--- config.mk ---
export PLATFORM = sky130hd
export DESIGN_NAME = debounce_bank
export DESIGN_NICKNAME = d
export VERILOG_FILES = /design/src/rtl/debounce_bank.sv
export SDC_FILE = /design/constraint.sdc
export NUM_CORES = 1
export LEC_CHECK = 0
export ABC_AREA = 1
export CAP_MARGIN = 20
export CORE_MARGIN = 2
export CORE_UTILIZATION = 50
export CTS_CLUSTER_SIZE = 12
export DETAILED_ROUTE_END_ITERATION = 10
export PLACE_DENSITY = 0.76
export SYNTH_ARGS = -nofsm -noshare
export SYNTH_HDL_FRONTEND = slang
export SYNTH_SLANG_ARGS = --single-unit
--- constraint.sdc ---
create_clock -name clk_in -period 3.1 [get_ports clk_in]
set_clock_uncertainty 0.2 [all_clocks]
set_input_delay 0.62 -clock clk_in [delete_from_list [all_inputs] [get_ports clk_in]]
set_output_delay 0.62 -clock clk_in [all_outputs]
set_load 0.02 [all_outputs]
--- src/rtl/debounce_bank.sv ---
// debounce_bank: bank of independent switch debouncers sharing one sample-tick divider.
// Define DEBOUNCE_SYNC_EN to insert a 2-flop synchronizer in front of each channel.
module debounce_bank #(
    parameter int N_CH         = 4,
    parameter int TICK_DIV     = 1000000,
    parameter int STABLE_TICKS = 3
) (
    input  logic            clk_in,
    input  logic            reset,
    input  logic [N_CH-1:0] sw,
    output logic [N_CH-1:0] db,
    output logic [N_CH-1:0] rise,
    output logic [N_CH-1:0] fall,
    output logic            tick
);

    localparam int TW = (TICK_DIV > 1) ? $clog2(TICK_DIV) : 1;
    localparam int CW = (STABLE_TICKS > 1) ? $clog2(STABLE_TICKS + 1) : 1;
    localparam logic [TW-1:0] TICK_LAST = TW'(TICK_DIV - 1);
    localparam logic [CW-1:0] CNT_LAST  = CW'(STABLE_TICKS - 1);

    logic [TW-1:0]   r_tick_cnt;
    logic [TW-1:0]   w_tick_cnt_nxt;
    logic            r_tick;
    logic            w_tick_nxt;
    logic [N_CH-1:0] w_s;
    logic [CW-1:0]   r_cnt [N_CH];
    logic [CW-1:0]   w_cnt_nxt [N_CH];
    logic [N_CH-1:0] r_db;
    logic [N_CH-1:0] w_db_nxt;
    logic [N_CH-1:0] r_rise;
    logic [N_CH-1:0] w_rise_nxt;
    logic [N_CH-1:0] r_fall;
    logic [N_CH-1:0] w_fall_nxt;

`ifdef DEBOUNCE_SYNC_EN
    logic [N_CH-1:0] r_sync1;
    logic [N_CH-1:0] r_sync2;

    // Two-stage synchronizer on the raw switch levels
    always_ff @(posedge clk_in or posedge reset) begin
        if (reset) begin
            r_sync1 <= '0;
            r_sync2 <= '0;
        end else begin
            r_sync1 <= sw;
            r_sync2 <= r_sync1;
        end
    end

    assign w_s = r_sync2;
`else
    assign w_s = sw;
`endif

    // Tick divider next state; the strobe is registered so it lines up with the counter value
    always_comb begin
        w_tick_cnt_nxt = r_tick_cnt + TW'(1);
        if (r_tick_cnt == TICK_LAST) begin
            w_tick_cnt_nxt = '0;
        end else begin
            w_tick_cnt_nxt = r_tick_cnt + TW'(1);
        end
        w_tick_nxt = (w_tick_cnt_nxt == TICK_LAST);
    end

    // Tick divider state
    always_ff @(posedge clk_in or posedge reset) begin
        if (reset) begin
            r_tick_cnt <= '0;
            r_tick     <= 1'b0;
        end else begin
            r_tick_cnt <= w_tick_cnt_nxt;
            r_tick     <= w_tick_nxt;
        end
    end

    // Per-channel qualification: any agreement restarts, a full run of mismatching ticks flips db
    always_comb begin
        w_db_nxt   = r_db;
        w_rise_nxt = '0;
        w_fall_nxt = '0;
        for (int i = 0; i < N_CH; i++) begin
            w_cnt_nxt[i] = r_cnt[i];
            if (w_s[i] == r_db[i]) begin
                w_cnt_nxt[i] = '0;
            end else if (r_tick) begin
                if (r_cnt[i] >= CNT_LAST) begin
                    w_cnt_nxt[i]  = '0;
                    w_db_nxt[i]   = ~r_db[i];
                    w_rise_nxt[i] = ~r_db[i];
                    w_fall_nxt[i] = r_db[i];
                end else begin
                    w_cnt_nxt[i] = r_cnt[i] + CW'(1);
                end
            end else begin
                w_cnt_nxt[i] = r_cnt[i];
            end
        end
    end

    // Channel state and edge pulses; pulses share the edge that updates db
    always_ff @(posedge clk_in or posedge reset) begin
        if (reset) begin
            for (int i = 0; i < N_CH; i++) begin
                r_cnt[i] <= '0;
            end
            r_db   <= '0;
            r_rise <= '0;
            r_fall <= '0;
        end else begin
            for (int i = 0; i < N_CH; i++) begin
                r_cnt[i] <= w_cnt_nxt[i];
            end
            r_db   <= w_db_nxt;
            r_rise <= w_rise_nxt;
            r_fall <= w_fall_nxt;
        end
    end

    assign db   = r_db;
    assign rise = r_rise;
    assign fall = r_fall;
    assign tick = r_tick;

endmodule

==> qor.yml <==
status: "finished clean"
multi_input_area_um2: 972
synthAdderAreaFrac_pct: 0.567
criticalPathCategory: "flop to primary output"
synthMuxAreaShare_pct: 0
syn2layout_area_growth_pct: 15.4
setup_viol: 0
hold_start: "r_cnt[7]"
postSynthAreaPerCell_um2: 7.64
place_hpwl_mm: 3.23
n_fill_cell: 387
ctsResizeCount: 0
drt_pass1_iterations: 4
via_per_inst: 4.89
drv_cap: 0
min_path_cells: 1
coreArea_mm2: 0.00429
end_kind: "primary output"
startpoint_type: "flop"
htree_levels: 2
synth_top_area_share_pct: 46.5
layout_common_cells: "67 x nand2_1, 54 x inv_1, 41 x dfrtp_1"
rr_startpoint: "r_tick_cnt[0]"
cts.clk_slew.worst_paths_ns: 0.08
wl_per_cell_um: 11.4
final_common_cell: "nand2_1"
cts_hold_buf: 0
grt_pass1_wl_mm: 7.38
synth_top_family_by_area: "simple AND/OR/NAND/NOR gates"
cp_max_fo: 5
yosys.area_share.simple_pct: 35.6
drt_iter0_drc: 110
io-pin-count: 19
numCtsBuffers: 5
rr_worst_depth: 10
synth_xor_area_share_pct: 3.51
slew_headroom_pct: 66.6
yosys_warnings: 0
yosys.area.top_type: "dfrtp_1"
antenna_left: 0
clkLatencyLatePin_ns: 0.29
ys_types: 24
regArea_mm2: 0.00103
grt_max_degree: 42
vdd_drop_max_v: 0.000249
cp_slowest_cell: "clkdlybuf4s50_1"
cts_num_sinks: 41
dieArea_mm2: 0.00496
via_count: 1801
io_buffers: 18
antennaDiodeCount: 0
syn_nets: 296
max_stage_delay_ns: 0.65
die_y_um: 70.5
finalCritPeriodShare_pct: 72.1
crit_cells: 1
cts_tree: "done"
clockRootBuffer: "clkbuf_8"
grtUsageTotal_pct: 19.1
required_ns: 2.28
drc: 0
fmax_mhz: 448
cts_setup_buffers: 0
synth_compound_area_share_pct: 4.36
hold_path_class: "flop to flop"
cpLargestDelayFamily: "buffers and inverters"
finalSetupTns_ns: 0
wl_mm: 4.20
syn_area_mm2: 0.00221
worst_slew_pin_slew_ns: 0.501
pwr_density_cell_mw_per_mm2: 354
crit_path_cell_trace: "clkdlybuf4s50_1"
ys_seq_elements: 41
cts.path.max_buffers: 2
slew_violations: 0
finalCriticalPeriod_ns: 2.23
rsz0062_at_grt: "no"
critPathLaunch: "tick"
layout-drive-gt1-share_pct: 11.7
grt_pass1_vias: 1695
power.static_leakage_nw: 1.30
yosysSeqAreaShare_pct: 46.5
crit_arrival_ns: 1.41
synth_cells: 289
hold_viol: 0
gr-total-overflow: 0
power.total_mw: 0.901
place_congestion: 0.957
antenna_found_initial: 0
netlist_top_cells_area: "dfrtp_1 46%, nand2_1 11%, inv_1 9.2%, nor2_1 6.5%, nand3_1 5.9%"
fin_nets: 322
start_util_pct: 51.4
row_count: 24
cp.buffers_inverters: 1
chipWidth_um: 70.5
per-layer routing:
metal,GRT usage (%),up-vias,share of wire [%]
li1,-,935,-
met1,24.6,824,46
met2,31.0,32,47
met3,4.47,10,4.0
met4,7.69,0,2.4
met5,0,-,0
worst paths after layout:
path	end	slack [ns]
worst max-delay path	tick	0.87
worst max register to register	tick	1.14
worst min register to register	r_cnt[6]	0.29
max in group asynchronous	r_tick_cnt[14]	1.81
worst min-delay path	r_cnt[6]	0.29
min in group asynchronous	r_tick_cnt[3]	0.54
registers in the layout (all words and copies together) (netlist names):
| name | cells |
|---|---|
| r_cnt | 8 |
| db | 4 |
| rise | 4 |
| tick | 1 |
| fall | 4 |
| r_tick_cnt | 20 |
logic make-up (layout without fill, tap and decap cells):
logic type,Yosys count,after routing
and+or+nand+nor,166,166
buffers and inverters,56,83
DFF,41,41
AOI/OAI and AO/OA,17,17
xor gates and xnor gates,8,8
adders and majority gates,1,1
area by class of cell:
type / count / share of cell area, %
Timing Repair Buffer: 19 / 7.36
Tap cell: 52 / 2.55
Clock buffer: 6 / 2.85
Inverter: 56 / 8.25
Multi-Input combinational cell: 192 / 38.1
Sequential cell: 41 / 40.3
Clock inverter: 2 / 0.589
cells in the mapped netlist:
cell,instances
nand2_1,67
inv_1,54
dfrtp_1,41
nor2_1,38
nand3_1,26
o21ai_0,9
nand2_2,8
nor2_2,7
xor2_1,7
nand4_1,6
nor2_4,5
nand3_2,4
o31ai_1,3
a21oi_1,2
inv_2,2
nor3_1,2
a31oi_1,1
and2_1,1
ha_1,1
nand3b_2,1
o21ai_1,1
o21bai_1,1
or2_2,1
xor2_2,1
power by group:
part | leakage [nW] | switching, mW | internal (mW)
clock | 0.0374 | 0.187 | 0.159
sequential | 0.559 | 0 | 0.534
combinational | 0.706 | 0.0132 | 0.00795
per-stage QoR:
step | utilization [%] | worst slack (ns) | cell area (um2) | hold slack (ns) | std cells
2_1_floorplan | - | 1.33 | 2210 | 0.254 | 289
3_3_place_gp | 57.3 | 1.08 | 2460 | 0.263 | 360
3_5_place_dp | 57.3 | 1.05 | 2460 | 0.283 | 360
4_1_cts | 59.4 | 0.865 | 2550 | 0.288 | 368
5_1_grt | 59.4 | 0.827 | 2550 | 0.309 | 368
6_report | 59.4 | 0.866 | 2550 | 0.288 | 368
(Power assumes the default switching activity.)
